$ cat src/rtl/reorder_pkg.sv
// Shared defaults and state encoding for the reorder tag issuer.
package reorder_pkg;

  localparam int unsigned DefaultDw = 18;
  localparam int unsigned DefaultAw = 7;

  typedef enum logic {
    StRun,
    StDrain
  } issuer_state_e;

  // Next tag in the reorder window; wraps naturally at 2**AW.
  function automatic logic [31:0] tag_advance(input logic [31:0] tag, input int unsigned aw);
    logic [31:0] mask;
    mask = (32'd1 << aw) - 32'd1;
    return (tag + 32'd1) & mask;
  endfunction

endpackage

$ cat src/rtl/credit_counter.sv
// Up/down credit counter for the reorder window: counts issued-but-unretired entries,
// flags a full window and latches an underflow error until reset.
module credit_counter #(
  parameter int unsigned AW = 7
) (
  input  logic        clk,
  input  logic        rst,
  input  logic        inc_i,
  input  logic        dec_i,
  output logic [AW:0] count_o,
  output logic        full_o,
  output logic        err_o
);

  localparam logic [AW:0] DepthCnt = {1'b1, {AW{1'b0}}};

  logic [AW:0] count_q, count_d;
  logic        full_q, full_d;
  logic        err_q, err_d;

  always_comb begin
    count_d = count_q;
    err_d   = err_q;
    case ({inc_i, dec_i})
      2'b10: begin
        if (count_q != DepthCnt) begin
          count_d = count_q + 1'b1;
        end
      end
      2'b01: begin
        if (count_q == '0) begin
          err_d = 1'b1;
        end else begin
          count_d = count_q - 1'b1;
        end
      end
      2'b11: begin
        // Simultaneous issue and retire cancel; a retire against an empty window is still an error.
        if (count_q == '0) begin
          err_d = 1'b1;
        end
      end
      default: ;
    endcase
    full_d = (count_d == DepthCnt);
  end

  always_ff @(posedge clk) begin
    if (rst) begin
      count_q <= '0;
      full_q  <= 1'b0;
      err_q   <= 1'b0;
    end else begin
      count_q <= count_d;
      full_q  <= full_d;
      err_q   <= err_d;
    end
  end

  assign count_o = count_q;
  assign full_o  = full_q;
  assign err_o   = err_q;

endmodule

$ cat src/rtl/reorder_tag_issuer.sv
// Issues upstream requests with sequential reorder tags, limited by a credit window of 2**AW
// entries; a drain request quiesces issue until every tag retires, then restarts tags at 0.
module reorder_tag_issuer
  import reorder_pkg::*;
#(
  parameter int unsigned DW = DefaultDw,
  parameter int unsigned AW = DefaultAw
) (
  input  logic          clk,
  input  logic          rst,
  input  logic          req_vld,
  input  logic [DW-1:0] req_data,
  output logic          req_rdy,
  output logic          iss_vld,
  output logic [DW-1:0] iss_data,
  output logic [AW-1:0] iss_tag,
  input  logic          iss_rdy,
  input  logic          retire,
  input  logic          drain_req,
  output logic [AW:0]   outstanding,
  output logic          win_full,
  output logic          drain_done,
  output logic          err
);

  issuer_state_e state_q, state_d;
  logic [AW-1:0] tag_q, tag_d;
  logic          iss_vld_q, iss_vld_d;
  logic [DW-1:0] iss_data_q, iss_data_d;
  logic [AW-1:0] iss_tag_q, iss_tag_d;
  logic          drain_done_q, drain_done_d;
  logic          accept;
  logic          drain_exit;

  // The single output stage may refill in the same cycle it is being consumed.
  always_comb begin
    req_rdy = !rst && (state_q == StRun) && !win_full && (!iss_vld_q || iss_rdy);
    accept  = req_vld && req_rdy;
  end

  assign drain_exit = (state_q == StDrain) && (outstanding == '0) && !iss_vld_q;

  always_comb begin
    state_d      = state_q;
    tag_d        = tag_q;
    drain_done_d = 1'b0;
    unique case (state_q)
      StRun: begin
        if (drain_req) begin
          state_d = StDrain;
        end
      end
      StDrain: begin
        if (drain_exit) begin
          state_d      = StRun;
          tag_d        = '0;
          drain_done_d = 1'b1;
        end
      end
      default: state_d = StRun;
    endcase
    if (accept) begin
      tag_d = tag_q + 1'b1;
    end
  end

  always_comb begin
    iss_vld_d  = iss_vld_q;
    iss_data_d = iss_data_q;
    iss_tag_d  = iss_tag_q;
    if (accept) begin
      iss_vld_d  = 1'b1;
      iss_data_d = req_data;
      iss_tag_d  = tag_q;
    end else if (iss_rdy) begin
      iss_vld_d = 1'b0;
    end
  end

  always_ff @(posedge clk) begin
    if (rst) begin
      state_q      <= StRun;
      tag_q        <= '0;
      iss_vld_q    <= 1'b0;
      iss_data_q   <= '0;
      iss_tag_q    <= '0;
      drain_done_q <= 1'b0;
    end else begin
      state_q      <= state_d;
      tag_q        <= tag_d;
      iss_vld_q    <= iss_vld_d;
      iss_data_q   <= iss_data_d;
      iss_tag_q    <= iss_tag_d;
      drain_done_q <= drain_done_d;
    end
  end

  credit_counter #(
    .AW(AW)
  ) u_credit_counter (
    .clk     (clk),
    .rst     (rst),
    .inc_i   (accept),
    .dec_i   (retire),
    .count_o (outstanding),
    .full_o  (win_full),
    .err_o   (err)
  );

  assign iss_vld    = iss_vld_q;
  assign iss_data   = iss_data_q;
  assign iss_tag    = iss_tag_q;
  assign drain_done = drain_done_q;

endmodule
$ cat config.mk
export PLATFORM = sky130hd
export DESIGN_NAME = reorder_tag_issuer
export DESIGN_NICKNAME = d
export VERILOG_FILES = /design/src/rtl/reorder_pkg.sv /design/src/rtl/credit_counter.sv /design/src/rtl/reorder_tag_issuer.sv
export SDC_FILE = /design/constraint.sdc
export NUM_CORES = 1
export LEC_CHECK = 0
export BUFFER_PORTS_ARGS = -buffer_cell sky130_fd_sc_hd__buf_2
export CORE_ASPECT_RATIO = 1.4
export CORE_MARGIN = 10
export CORE_UTILIZATION = 40
export DETAILED_ROUTE_END_ITERATION = 10
export GPL_ROUTABILITY_DRIVEN = 0
export PLACE_DENSITY = 0.74
export SLEW_MARGIN = 20
export SYNTH_ARGS = -nofsm -noshare
export SYNTH_HDL_FRONTEND = slang
export SYNTH_SLANG_ARGS = --single-unit
$ cat constraint.sdc
create_clock -name clk -period 5.6 [get_ports clk]
set_clock_uncertainty 0.15 [all_clocks]
set_input_delay 0.28 -clock clk [delete_from_list [all_inputs] [get_ports clk]]
set_output_delay 0.28 -clock clk [all_outputs]
set_load 0.02 [all_outputs]
==> flow_summary.toml <==
[clocking]
cts.reportedPaths.clkPinSlew_ns = 0.09
root_buffer = "clkbuf_8"
tritoncts = "yes"
clock_latency_ns = 0.30
cts_buffer_depth = 2
h-tree-depth = 2
post_cts_buffers = 0
cts_hold_buf = 0
cts_buffers = 5
cts-resized-gates = 0
cts.sinks = 45

[layout]
nNetsFinal = 369
stdcell_area_um2 = 2664
diodes = 0
drive_gt1_share_pct = 24.19
post-route-util_pct = 48.92
synthToLayoutAreaGrowth_pct = 19.67
fin_cells = 407

[sta]
rsz0062_at_grt = "false"
fmax_mhz = 335.6
hold_viol = 0
setup_viol = 0
max-slew-margin-rel_pct = 49.52
fin_tns_setup_ns = 0
finalMaxSlewViolations = 0
fin_crit_sh_pct = 53.21
fin_ws_ns = 2.620
worstMarginPinSlew_ns = 0.7573
min_period_ns = 2.980

[synth]
synth_top_area_share_pct = 40.47
syn_area_um2 = 2226
ys_top_cells_by_area = "dfxtp_1, nand2_1, a21oi_1"
synth_flop_cell = "dfxtp_1"
async_flop_share_pct = 0
synth_compound_area_share_pct = 20.63
synth-xor-area-share_pct = 0.3935
synth_top_family_by_area = "simple AND/OR/NAND/NOR gates"
synth-simple-area-share_pct = 28.44
syn_nets = 319
synth_seq_cells = 45
ys_seq_area_share_pct = 40.47
synth_edf_count = 0
yosysWarnings = 0
synth_area_per_cell_um2 = 7.729
ys_types = 53
yosys.area.top_type = "dfxtp_1"
yosys.area_share.adder_pct = 3.935
syn_inst = 288
synthMuxAreaShare_pct = 0.5059

[routing]
ant_nets = 0
vias_per_cell = 5.442
wl_per_cell_um = 15.02
drc = 0
vias = 2215
wl_um = 6114
drtIter0Drc = 136
firstDrtPassIters = 6

[power_and_ir_drop]
pwr-share-seq_pct = 41.5
p_comb_share_pct = 30.2
worst_ir_drop_vdd_mv = 0.1304
power_switching_mw = 0.3098
p_clk_share_pct = 28.3
sw_frac_of_total_pct = 34.52
leakage_nw = 1.129
p_int_mw = 0.5877
power_density_nw_per_um2 = 336.9

[global_routing]
grt_use_total_pct = 13.05
grt_pass1_wl_um = 10110
grt_overflow = 0
grt_pass1_vias = 2086
grt_max_degree = 44
antenna_found_initial = 0

[die]
die-width_um = 83.05
ioPinCount = 62
core.rowCount = 32
die_area_um2 = 8991
chipHeight_um = 108.3
fp.coreArea_um2 = 5445
initial_utilization_pct = 40.88

[setup_path]
reg2reg_to = "u_credit_counter.full_o$_SDFF_PP0_"
slowest_delay_ns = 0.69
crit_chain = "buf_2 -> nor4_1 -> nand2_1 -> clkinv_1 -> ha_1 -> nor2b_1 -> a211oi_1 -> a31oi_1 -> nand2_1 -> nand4_1 -> nor4b_2"
worstSetupEndpointType = "flip-flop"
r2r_cells = 11
cp.required_ns = 5.67
worst-r2r-setup-slack_ns = 2.72
critPathMaxFanout = 43
reg2reg_from = "iss_vld$_SDFFE_PP0P_"
crit_slowest_cell = "ha_1"
cp.arrival_ns = 3.05
critical_path_class = "in -> reg"
crit_path_frequent_cell = "nand2_1"
start_kind = "input pin"

[placed_design]
dpl-instance-area_um2 = 2544
dp_hpwl_um = 4464
numPlacedInstances = 399
io_buffers = 61
place_ws_ns = 2.356

[worst_hold_path]
min_from = "req_data[13]"
hold_path_end = "iss_data[13]$_SDFFE_PP0P_"
min_path_type = "in -> reg"
min_path_cells = 3

[status]
status = "finished clean"

[run]
max_cap_viol_count = 0
-- synthesized netlist by cell type (2+ instances only) --
cell	number
nand2_1	61
dfxtp_1	45
a21oi_1	40
nor2_1	22
clkbuf_1	16
inv_1	9
o21ai_0	9
nand3_1	8
ha_1	7
nor2b_1	5
nor3_1	5
nor4_1	5
a211oi_1	3
a22oi_1	3
and3_1	3
nand2b_1	3
nand3b_1	3
o31ai_1	3
a31oi_1	2
o211ai_1	2
or4_1	2
-- sequential cells by signal, indices dropped and copies added (netlist names) --
register	flops
iss_data	18
u_credit_counter.count_o	8
iss_tag	7
tag_q	7
drain_done	1
iss_vld	1
state_q	1
u_credit_counter.err_o	1
u_credit_counter.full_o	1
-- cells by family (layout without fill, tap and decap cells) --
kind of cell / count (synthesis) / in the layout
buffers and inverters: 30 / 81
AND/OR/NAND/NOR: 130 / 130
adder cells (fa/ha/maj): 7 / 7
XOR/XNOR: 1 / 1
AO/OA/AOI/OAI: 74 / 74
multiplexers: 1 / 1
flip-flops: 45 / 45
-- layout by cell type, fill, tap and decap left out, drive strengths merged, types with 2 or more instances in the layout --
master  Yosys  layout
buf         4      63
nor3        5       5
o31ai       3       3
nor4        6       6
ha          7       7
dfxtp      45      45
nand3b      3       3
and3        3       3
nand2      61      61
o21ai      10      10
inv         9       9
nor2       23      23
a21oi      41      41
a211oi      4       4
nand3       8       8
nand2b      3       3
a31oi       2       2
o211ai      2       2
or3b        2       2
or4         3       3
clkbuf     16       6
nor2b       5       5
a22oi       3       3
-- worst max path at each step --
stage | start | cells past startpoint | endpoint | slack [ns]
floorplan | rst | 12 | u_credit_counter.full_o$_SDFF_PP0_ | 1.93
global placement | rst | 11 | u_credit_counter.full_o$_SDFF_PP0_ | 2.42
finish | rst | 11 | u_credit_counter.full_o$_SDFF_PP0_ | 2.62
global route | rst | 11 | u_credit_counter.full_o$_SDFF_PP0_ | 2.28
detailed placement | rst | 10 | u_credit_counter.full_o$_SDFF_PP0_ | 2.36
CTS | rst | 10 | u_credit_counter.full_o$_SDFF_PP0_ | 2.64
-- routing by layer --
metal  global-route usage [%]  vias to the layer above  part of all wire [%]
met1                    14.64                     1010                    41
met3                    4.515                        9                   8.6
met5                        0                        -                     0
li1                         -                     1094                     -
met2                    22.23                      102                    49
met4                    5.244                        0                   1.7
-- final cells by class --
type,instances,area (um2)
Timing Repair Buffer,63,320.3
Fill cell,566,2781
Tap cell,68,85.08
Clock buffer,6,82.58
Sequential cell,45,900.9
Inverter,10,37.54
Multi-Input combinational cell,213,1200
Clock inverter,2,37.54
-- power groups by stage --
stage / combinational (mW) / clock [mW] / sequential (mW)
2_1_floorplan: 0.190 / 0 / 0.385
3_3_place_gp: 0.264 / 0 / 0.379
3_5_place_dp: 0.269 / 0 / 0.378
4_1_cts: 0.271 / 0.259 / 0.372
5_1_grt: 0.299 / 0.274 / 0.375
6_report: 0.271 / 0.254 / 0.372
-- through the flow --
step | hold slack, ns | power [mW]
detailed placement | 0.2937 | 0.6475
global route | 0.05511 | 0.9486
global placement | 0.2888 | 0.6431
CTS | 0.05767 | 0.9023
finish | 0.06321 | 0.8975
floorplan | 0.2660 | 0.5759
-- worst max-delay path: cells and delay by family --
family,cells,cell delay [ns]
compound gates,2,0.34
fa+ha+maj,1,0.69
buf+inv,2,0.68
simple gates,6,1.06
(Power assumes the default switching activity.)
